<file path="config.mk">
export PLATFORM = sky130hd
export DESIGN_NAME = mem48_dma
export DESIGN_NICKNAME = d
export VERILOG_FILES = /design/src/rtl/mem48_dma.sv
export SDC_FILE = /design/constraint.sdc
export NUM_CORES = 1
export LEC_CHECK = 0
export CORE_ASPECT_RATIO = 0.7
export CORE_MARGIN = 2
export CORE_UTILIZATION = 43
export CTS_CLUSTER_DIAMETER = 80
export DETAILED_ROUTE_END_ITERATION = 8
export GPL_ROUTABILITY_DRIVEN = 0
export PLACE_DENSITY = 0.8
export SLEW_MARGIN = 15
export SYNTH_ARGS = -nofsm -noshare
export SYNTH_HDL_FRONTEND = slang
export SYNTH_SLANG_ARGS = --single-unit
</file>
<file path="constraint.sdc">
create_clock -name clk -period 6.6 [get_ports clk]
set_input_delay 1.32 -clock clk [delete_from_list [all_inputs] [get_ports clk]]
set_output_delay 1.32 -clock clk [all_outputs]
set_load 0.1 [all_outputs]
</file>
<file path="src/rtl/mem48_dma.sv">
// mem48_dma: block-transfer engine on the initiator side of a 48-bit
// single-port word memory (synchronous write, combinational read).
// Copies a run of words from src to dst, or fills a run with a constant.
//
// Ports:
//   clk, rst        rising-edge clock, synchronous active-high reset
//   start           command strobe, accepted only while idle
//   mode            0 = copy, 1 = fill
//   src, dst        source / destination word index (src unused in fill)
//   len             word count, 0..WORDS inclusive
//   fill_val        fill pattern
//   busy            high in every non-idle state
//   done            one-cycle completion pulse
//   mem_addr        memory word index
//   mem_we          memory write enable
//   mem_wdata       memory write data
//   mem_rdata       memory read data, combinational from mem_addr
module mem48_dma #(
    parameter int WORDS = 16384,
    localparam int AW = $clog2(WORDS)
) (
    input  logic          clk,
    input  logic          rst,
    input  logic          start,
    input  logic          mode,
    input  logic [AW-1:0] src,
    input  logic [AW-1:0] dst,
    input  logic [AW:0]   len,
    input  logic [47:0]   fill_val,
    output logic          busy,
    output logic          done,
    output logic [AW-1:0] mem_addr,
    output logic          mem_we,
    output logic [47:0]   mem_wdata,
    input  logic [47:0]   mem_rdata
);

    localparam bit POW2 = (WORDS == (1 << AW));

    typedef enum logic [1:0] {
        IDLE,
        RD,
        WR,
        FIN
    } state_t;

    state_t        state;
    state_t        state_nx;
    logic          mode_r;
    logic [AW-1:0] src_ptr;
    logic [AW-1:0] dst_ptr;
    logic [AW:0]   count;
    logic [47:0]   hold;
    logic [47:0]   pattern;

    // Modulo-WORDS increment; power-of-two depths wrap on the natural overflow.
    function automatic logic [AW-1:0] ptr_inc(input logic [AW-1:0] p);
        if (!POW2 && (p == AW'(WORDS - 1)))
            return '0;
        else
            return p + AW'(1);
    endfunction

    // State and datapath registers
    always_ff @(posedge clk) begin
        if (rst) begin
            state   <= IDLE;
            mode_r  <= 1'b0;
            src_ptr <= '0;
            dst_ptr <= '0;
            count   <= '0;
            hold    <= '0;
            pattern <= '0;
        end else begin
            state <= state_nx;
            case (state)
                IDLE: begin
                    if (start) begin
                        mode_r  <= mode;
                        src_ptr <= src;
                        dst_ptr <= dst;
                        count   <= len;
                        pattern <= fill_val;
                    end
                end
                RD: begin
                    hold <= mem_rdata;
                end
                WR: begin
                    count   <= count - (AW+1)'(1);
                    dst_ptr <= ptr_inc(dst_ptr);
                    if (!mode_r)
                        src_ptr <= ptr_inc(src_ptr);
                end
                default: ;
            endcase
        end
    end

    // Next-state logic
    always_comb begin
        state_nx = state;
        case (state)
            IDLE: begin
                if (start) begin
                    if (len == '0)
                        state_nx = FIN;
                    else if (mode)
                        state_nx = WR;
                    else
                        state_nx = RD;
                end
            end
            RD:  state_nx = WR;
            // count still holds the pre-decrement value here
            WR: begin
                if (count == (AW+1)'(1))
                    state_nx = FIN;
                else if (mode_r)
                    state_nx = WR;
                else
                    state_nx = RD;
            end
            FIN: state_nx = IDLE;
            default: state_nx = IDLE;
        endcase
    end

    // Outputs decoded from state and registers
    always_comb begin
        busy      = (state != IDLE);
        done      = (state == FIN);
        mem_addr  = '0;
        mem_we    = 1'b0;
        mem_wdata = '0;
        case (state)
            RD: begin
                mem_addr = src_ptr;
            end
            WR: begin
                mem_addr  = dst_ptr;
                mem_we    = 1'b1;
                mem_wdata = mode_r ? pattern : hold;
            end
            default: ;
        endcase
    end

endmodule

</file>
==> results.toml <==
[floorplan]
rows = 39
initial_utilization = 0.441
die_y_microns = 113
fp.dieArea_sq_um = 17900
pin_count = 208
floorplan.core_area_sq_um = 16400
die_x_microns = 159

[job]
maxCapViolCount = 0

[global_route]
overflow = 0
grt_antenna_before_repair = 0
grt_max_degree = 81
grtUsageTotal = 0.231
first_global_vias = 6665
grt_pass1_wl_mm = 34.0

[cts]
cts_buffer_depth = 2
postCtsSetupBuffers = 0
cts.clk_slew.worst_paths_ps = 60
cts_tree = "yes"
root_buffer = "clkbuf_16"
clkSinkCount = 142
cts_inserted_buffers = 17
clk_latency_ps = 410
cts-hold-fix-buffers = 0
h-tree-depth = 4
cts-resized-gates = 0

[timing]
fin_crit_sh = 0.704
setup_viol = 0
fmax_mhz = 215
clock-skew-final_ps = 10.5
period_needed_ps = 4650
tightest_slew_ps = 1140
relSlewSlack = 0.238
slew_viol_final = 0
finalWorstSetupSlack_ps = 1950
hold_viol = 0
rsz0062_at_grt = "no"
setup_tns_ps = 0

[critical_path]
critPathLaunchType = "flip-flop"
arrival_ps = 3330
startpoint = "state[0]"
crit_type = "reg2out"
r2r_start = "state[1]"
endpoint_kind = "output pin"
crit_fanout = 51
critPathRequiredTime_ps = 5280

[power]
power.leakage_nw = 3.40
ir_drop_v = 0.000235
total_power_mw = 4.33
power.density_nw_per_um2 = 435

[cells_and_area]
layout-drive-gt1-share = 0.0534
final_util = 0.607
nets = 1207
antenna_cells = 0
syn2layout_area_growth_pct = 37.6
final_cell_count_no_fill = 1293
final.fill_count = 1469
multi_input_area_sq_um = 4070
seq_area_sq_um = 2850

[min_path]
hold_class = "reg2reg"
hp-start = "pattern[15]"

[yosys]
synth.top_cells.by_area = "dfxtp_1 (39%), mux2i_1 (15%), nor2_1 (6.7%), nand2_1 (6.5%), a21oi_1 (5.4%)"
ys_warn_count = 0
synthCells = 896
synth_edf_count = 0
ys_types = 58
synthTopCellsByCount = "dfxtp_1 (142), nor2_1 (130), nand2_1 (125)"
ys_seq_area_frac = 0.393
ys_seq_elements = 142
netlist.top_cell.by_area = "dfxtp_1"
syn_nets = 1048
synthFlopType = "dfxtp_1"
yosys.area.top_type_share = 0.393
syn_area_per_cell_sq_um = 8.07
async_flop_share = 0
yosysMostFrequentCell = "dfxtp_1"
syn-cell-area_sq_um = 7230

[run_status]
outcome = "completed"

[route]
wl_met3_mm = 1.58
wl_mm = 21.0
wl_met2_mm = 9.05
routedWlPerCell_microns = 16.2
drt_pass1_iterations = 5
vias = 7055
wl_met1_mm = 9.94
drt-initial-drc-count = 623
top_layer = "met4"
vias_per_cell = 5.46
ant_nets = 0
route.detailed.drc = 0

[placement]
placed_cells = 1261
place_ws_ps = 2380
post-dp-hpwl_mm = 14.4
port-buffer-count = 207
==> cell families after synthesis <==
kind of cell	count (synthesis)	synth area share
and+or+nand+nor	366	0.233
AOI/OAI and AO/OA	181	0.157
DFF	142	0.393
muxes	111	0.154
buffers and inverters	87	0.0477
adders and majority gates	9	0.0156
==> per-layer routing <==
layer	vias up	global-route usage
met5	-	0
met4	0	0.0739
met3	32	0.0532
met2	279	0.356
met1	3259	0.321
li1	3485	-
==> through the flow <==
stage / cell area (sq um) / hold slack (ps)
after floorplan: 7230 / 436
after global placement: 9370 / 442
after detailed placement: 9370 / 448
after CTS: 9950 / 456
after global routing: 9950 / 475
final: 9950 / 456
==> layout by cell type (no fill, tap or decap), types with 4 or more instances in the layout <==
cell	n
and3_1	9
o2bb2ai_1	5
o21ai_0	11
clkbuf_16	17
nor4_1	19
nor2b_1	20
inv_6	4
o22ai_1	12
inv_1	12
a22oi_1	18
buf_4	8
nor2_1	130
mux2i_1	108
nand2_1	124
nand3_1	16
a21oi_1	78
dfxtp_1	141
a211oi_1	9
clkdlybuf4s50_1	206
a31oi_1	5
nor3_1	11
o32ai_1	6
nand4_1	7
o21ai_1	14
nor3b_1	4
ha_1	7
==> flip-flops by register name, summed over array words and instances (netlist names) <==
name / flops
hold: 48
pattern: 48
count: 15
dst_ptr: 14
src_ptr: 14
state: 2
mode_r: 1
==> worst max-delay path, cell delays in order, from the launching register on <==
cell,delay (ps)
dfxtp_1,420
inv_1,120
ha_2,210
inv_2,430
buf_4,580
nor2_1,140
clkdlybuf4s50_1,1010
==> final timing paths <==
| kind | slack, ps | depth (start not counted) | endpoint |
|---|---|---|---|
| hold reg to reg | 460 | 2 | pattern[15] |
| setup / recovery | 1950 | 6 | mem_wdata[22] |
| setup reg to reg | 3780 | 7 | dst_ptr[11] |
| hold / removal | 460 | 2 | pattern[15] |
==> area by class of cell <==
cell class	instances	area share
clock buffers	18	0.0431
clock inverters	14	0.0158
inverters	13	0.00490
multi-input cells	667	0.409
flip-flops and latches	142	0.286
well taps	225	0.0283
repair buffers	214	0.213
==> report_power, final <==
part	leakage [nW]	total [mW]	switching, mW	internal (mW)
Sequential	1.16	1.33	0.243	1.09
Combinational	1.95	2.04	1.31	0.733
Clock	0.280	0.956	0.391	0.565
Total	3.40	4.33	1.94	2.39
Note: power is estimated with default switching activity, not from simulation.
==> patch 1: new RTL, same flow settings <==
Register the input `dst` before use, with the module's reset. The logic sees it one clock later. The other inputs are not delayed to match.
--- a/src/rtl/mem48_dma.sv
+++ b/src/rtl/mem48_dma.sv
@@ -46,2 +46,12 @@
 
+    logic [AW-1:0] dst_q;
+
+    always_ff @(posedge clk) begin
+        if (rst) begin
+            dst_q <= '0;
+        end else begin
+            dst_q <= dst;
+        end
+    end
+
     state_t        state;
@@ -80,3 +90,3 @@
                         src_ptr <= src;
-                        dst_ptr <= dst;
+                        dst_ptr <= dst_q;
                         count   <= len;
Check against the original RTL: not equivalent (a bounded check fails within 4 cycles, from zero or initial values and one cycle with rst high).
==> patch 1 against the unedited design <==
  * Global-route usage is 0.32 points higher
  * Synthesized cell count is 3.8% higher
  * Final area is 3.3% higher
  * Worst setup slack worse by 0.18 ns
  * Hold slack worse by 0.0013 ns
  * Sequential cell count is 14 higher
  * Area after synthesis is 4.6% higher
  * First-iteration DRC count is 0.48% lower
  * Power is 14% lower
  * Wire length is 6.6% higher
==> patch 1: results (changes against the unedited design) <==
| Metric | Value |
|---|---|
| Status | `finished, final reports clean (unchanged)` |
| Total leakage power | `0.00353 uW (was 0.00340 uW)` |
| Post-synthesis sequential area ratio | `0.413 (was 0.393)` |
| Vias in the first global route | `6843 (was 6665)` |
| Clk_skew | `0.00736 ns (was 0.0105 ns)` |
| Commonest cells post-synth | `dfxtp_1 (156), nand2_1 (128), nor2_1 (117), mux2i_1 (102), a21oi_1 (84) (was dfxtp_1 (142), nor2_1 (130), nand2_1 (125), mux2i_1 (109), a21oi_1 (78))` |
| Fill cells | `1558 (was 1469)` |
| Hpwl dp | `14.9 mm (was 14.4 mm)` |
| Grt met1 use | `0.325 (was 0.321)` |
| Via count | `7292 (was 7055)` |
| Met2 GRT Util | `0.359 (was 0.356)` |
| Largest net degree at the start of global routing | `87 (was 81)` |
| First-pass GRT wire length | `35.1 mm (was 34.0 mm)` |
| Pint | `2190 uW (was 2390 uW)` |
| CP Max Fanout | `60 (was 51)` |
| First DRT Iteration DRCs | `620 (was 623)` |
| GR Util All Layers | `0.234 (was 0.231)` |
| Final Net Count | `1238 (was 1207)` |
| Largest cells by area after synthesis | `dfxtp_1 (41%), mux2i_1 (13%), nand2_1 (6.3%) (was dfxtp_1 (39%), mux2i_1 (15%), nor2_1 (6.7%))` |
| Setup slack at placement | `2.20 ns (was 2.38 ns)` |
| Worst endpoint data arrival time | `3.51 ns (was 3.33 ns)` |
| Met3 Use GR | `0.0678 (was 0.0532)` |
| Register bit total from synthesis | `156 (was 142)` |
| Post-synth cell types | `52 (was 58)` |
| Share of cells above drive strength 1 | `0.0519 (was 0.0534)` |
| Synth Net Count | `1082 (was 1048)` |
-- patch 1: cell types whose count changed after synthesis, sizes merged, moves of 5 or more --
cell,unedited run,this run
nor4,22,13
buf,24,17
o22ai,12,5
dfxtp,142,156
o21ai,25,31
or3,3,8
nor2,130,117
clkbuf,50,59
a21oi,78,84
nor2b,20,36
mux2i,109,102
a31oi,5,11
-- patch 1: worst paths after layout --
path,startpoint,endpoint,slack (ns),cells after the start
setup / recovery,state[0],mem_wdata[12],1.77,6
hold / removal,pattern[22],pattern[22],0.45,2
setup reg to reg,state[0],src_ptr[0],3.50,7
hold reg to reg,pattern[22],pattern[22],0.45,2
-- patch 1: cell type report --
| type | instances | area [sq um] | area share |
|---|---|---|---|
| Clock buffer | 18 | 439 | 0.0427 |
| Multi-Input combinational cell | 685 | 4140 | 0.402 |
| Clock inverter | 14 | 133 | 0.0129 |
| Sequential cell | 156 | 3120 | 0.304 |
| Tap cell | 231 | 289 | 0.0281 |
| Inverter | 13 | 48.8 | 0.00475 |
| Timing Repair Buffer | 213 | 2110 | 0.206 |
-- patch 1: logic make-up after synthesis --
| kind of cell | share of synthesized area |
|---|---|
| adder cells (fa/ha/maj) | 0.0149 |
| multiplexers | 0.136 |
| buffers and inverters | 0.0445 |
| AND/OR/NAND/NOR | 0.227 |
| AO/OA/AOI/OAI | 0.163 |
| flip-flops | 0.413 |
| XOR/XNOR | 0.00116 |
-- patch 1: per-stage QoR --
stage                     instances  area, sq um  utilization
final                          1330        10300        0.597
after global routing           1330        10300        0.597
after CTS                      1330        10300        0.597
after detailed placement       1298         9710        0.564
after global placement         1298         9710        0.564
after floorplan                 930         7570            -
-- patch 1: layer usage --
| metal | up-vias | part of all wire | wire length, microns |
|---|---|---|---|
| met5 | - | 0 | 0 |
| met1 | 3395 | 0.45 | 10200 |
| met4 | 0 | 0.014 | 324 |
| met3 | 26 | 0.090 | 2020 |
| li1 | 3573 | - | - |
| met2 | 298 | 0.44 | 9860 |
-- patch 1: power groups by stage --
stage / Clock [uW] / Sequential (uW) / Combinational (uW)
after floorplan: 0 / 1240 / 1120
after global placement: 0 / 1320 / 1420
after detailed placement: 0 / 1330 / 1440
after CTS: 962 / 1310 / 1450
after global routing: 1010 / 1340 / 1590
final: 948 / 1320 / 1450
-- patch 1: critical path, cell delays in order (launching register included) --
cell and delay (ns):
dfxtp_1 0.43, inv_1 0.11, ha_2 0.21, inv_2 0.75
buf_4 0.49, nor2_1 0.11, clkdlybuf4s50_1 0.98
==> patch 2: new RTL, same flow settings <==
Without the edit above. Change the parameter `WORDS` from 16384 to 32768.
--- a/src/rtl/mem48_dma.sv
+++ b/src/rtl/mem48_dma.sv
@@ -18,3 +18,3 @@
 module mem48_dma #(
-    parameter int WORDS = 16384,
+    parameter int WORDS = 32768,
     localparam int AW = $clog2(WORDS)
Interface: changed (resized dst, len, mem_addr and src); port bits go from 208 to 212. No check against the original RTL was run, so the function may have changed too.
==> patch 2 against the unedited design <==
  * Global-route usage is 0.29 points higher
  * Power is 2.8% lower
  * First-iteration DRC count grew 1.6%
  * Hold slack got worse by 0.0048 ns
  * Sequential cell count increased by 3
  * Worst setup slack got worse by 0.18 ns
  * Final area increased by 1.1%
  * Wire length grew 3.7%
  * Area after synthesis up 1.0%
  * Critical endpoint is now mem_wdata[29]
  * Largest cell class unchanged
==> patch 2: results (changes against the unedited design) <==
| Metric | Value |
|---|---|
| Port bufs | `211 (was 207)` |
| Peak VDD IR | `0.364 mV (was 0.235 mV)` |
| Worst hold path type | `reg -> reg (unchanged)` |
| Total leakage power | `0.00350 uW (was 0.00340 uW)` |
| Met3 Use GR | `0.0663 (was 0.0532)` |
| First DRT Iteration DRCs | `633 (was 623)` |
| CP Class | `reg -> out (unchanged)` |
| Drt total wl | `21.8 mm (was 21.0 mm)` |
| Vias in the first global route | `6846 (was 6665)` |
| Via/cell ratio | `5.54 (was 5.46)` |
| Worst R2R Setup Slack | `3.59 ns (was 3.78 ns)` |
| Largest cells by area after synthesis | `dfxtp_1 (40%), mux2i_1 (14%), nand2_1 (7.2%) (was dfxtp_1 (39%), mux2i_1 (15%), nor2_1 (6.7%))` |
| Hpwl dp | `14.4 mm (about the same)` |
| Switching portion of total power | `0.447 (was 0.449)` |
| R2r startpoint | `state[0] (was state[1])` |
| Status | `finished, final reports clean (unchanged)` |
| Post-synthesis sequential area ratio | `0.397 (was 0.393)` |
| Residual DRC | `0 (unchanged)` |
| Setup slack at placement | `2.19 ns (was 2.38 ns)` |
| Asr flop ratio synth | `0 (unchanged)` |
| Drt pass-1 iters | `5 (unchanged)` |
| Grt met1 use | `0.322 (was 0.321)` |
| Worst-path clk slew | `0.06 ns (about the same)` |
| Synth Warn # | `0 (unchanged)` |
| Num CTS Buffers | `17 (unchanged)` |
| Met2 GRT Util | `0.350 (was 0.356)` |
| Final Hold Fails | `0 (unchanged)` |
| Share of cells above drive strength 1 | `0.0462 (was 0.0534)` |
| Synth Net Count | `1081 (was 1048)` |
| Largest delay share family, worst path | `buffers and inverters (unchanged)` |
| Largest net degree at the start of global routing | `100 (was 81)` |
| Post-synth cell types | `51 (was 58)` |
| GR Util All Layers | `0.234 (was 0.231)` |
| Post-Syn Area per Cell | `7.89 sq um (was 8.07 sq um)` |
| Crit-path max cell delay | `0.99 ns (was 1.01 ns)` |
| Ys flop type | `dfxtp_1 (unchanged)` |
| Clk_skew | `0.0119 ns (was 0.0105 ns)` |
| Min-delay src | `pattern[46] (was pattern[15])` |
| Commonest cells post-synth | `dfxtp_1 (145), nand2_1 (141), nor2_1 (132), mux2i_1 (103), a21oi_1 (97) (was dfxtp_1 (142), nor2_1 (130), nand2_1 (125), mux2i_1 (109), a21oi_1 (78))` |
| Setup Buffers After CTS | `0 (unchanged)` |
| N_diodes | `0 (unchanged)` |
| Post-Layout Cell Count | `1328 (was 1293)` |
| CP Max Fanout | `52 (was 51)` |
| Largest regs | `hold: 48 flops, pattern: 48 flops, count: 16 flops (was hold: 48 flops, pattern: 48 flops, count: 15 flops)` |
| First-pass GRT wire length | `34.3 mm (was 34.0 mm)` |
| Least-Margin Pin Slew | `1.15 ns (was 1.14 ns)` |
| Final Net Count | `1245 (was 1207)` |
| Initial antenna violation count | `0 (unchanged)` |
| Max clock buf depth | `2 (unchanged)` |
| CTS resizes | `0 (unchanged)` |
| Fin crit share | `0.731 (was 0.704)` |
## patch 2: cell count changes in the layout (fill, tap and decap cells not counted), sizes merged, moves of 4 or more
cell	change
a21oi	+19
clkdlybuf4s50	+4
mux2i	-6
nand2	+17
nor3	+6
nor3b	-4
nor4	-10
o22ai	-5
o311ai	+4
or3	+4
## patch 2: cell type report
type / count / area (sq um)
Inverter: 14 / 52.6
Sequential cell: 145 / 2910
Clock buffer: 18 / 439
Timing Repair Buffer: 217 / 2150
Tap cell: 225 / 282
Fill cell: 1497 / 6430
Clock inverter: 14 / 145
Multi-Input combinational cell: 695 / 4090
## patch 2: cell families after synthesis
kind of cell,after synthesis,share of synthesized area
mux,105,0.144
compound gates,203,0.168
buf+inv,86,0.0471
flops,145,0.397
simple gates,378,0.228
fa+ha+maj,9,0.0154
## patch 2: worst paths after layout
path,to,cells past startpoint
min reg2reg,pattern[46],2
min,pattern[46],2
max,mem_wdata[29],6
max reg2reg,src_ptr[2],8
## patch 2: worst register-to-register path, stage by stage, from the launching register on
cell and delay [ns]:
dfxtp_1 0.36, inv_1 0.12, ha_2 0.19, buf_4 0.60, mux2i_2 0.20, a21oi_1 0.92, o21ai_0 0.22, a22oi_1 0.20
nor2_1 0.06
## patch 2: per-layer routing
metal	share of wire	routed length [microns]
met5	0	0
met4	0.021	456
met3	0.091	1990
met2	0.43	9290
met1	0.46	10000
## patch 2: stage by stage
stage / hold slack, ns / cell area [sq um] / power (uW)
floorplan: 0.436 / 7310 / 2740
global placement: 0.442 / 9480 / 3200
detailed placement: 0.447 / 9480 / 3240
CTS: 0.456 / 10100 / 4200
global route: 0.475 / 10100 / 4450
finish: 0.451 / 10100 / 4210
## patch 2: power by group through the flow
stage / clock, uW / combinational, uW / sequential [uW]
floorplan: 0 / 1480 / 1260
global placement: 0 / 1850 / 1350
detailed placement: 0 / 1890 / 1350
CTS: 966 / 1900 / 1340
global route: 1000 / 2070 / 1370
finish: 950 / 1910 / 1340
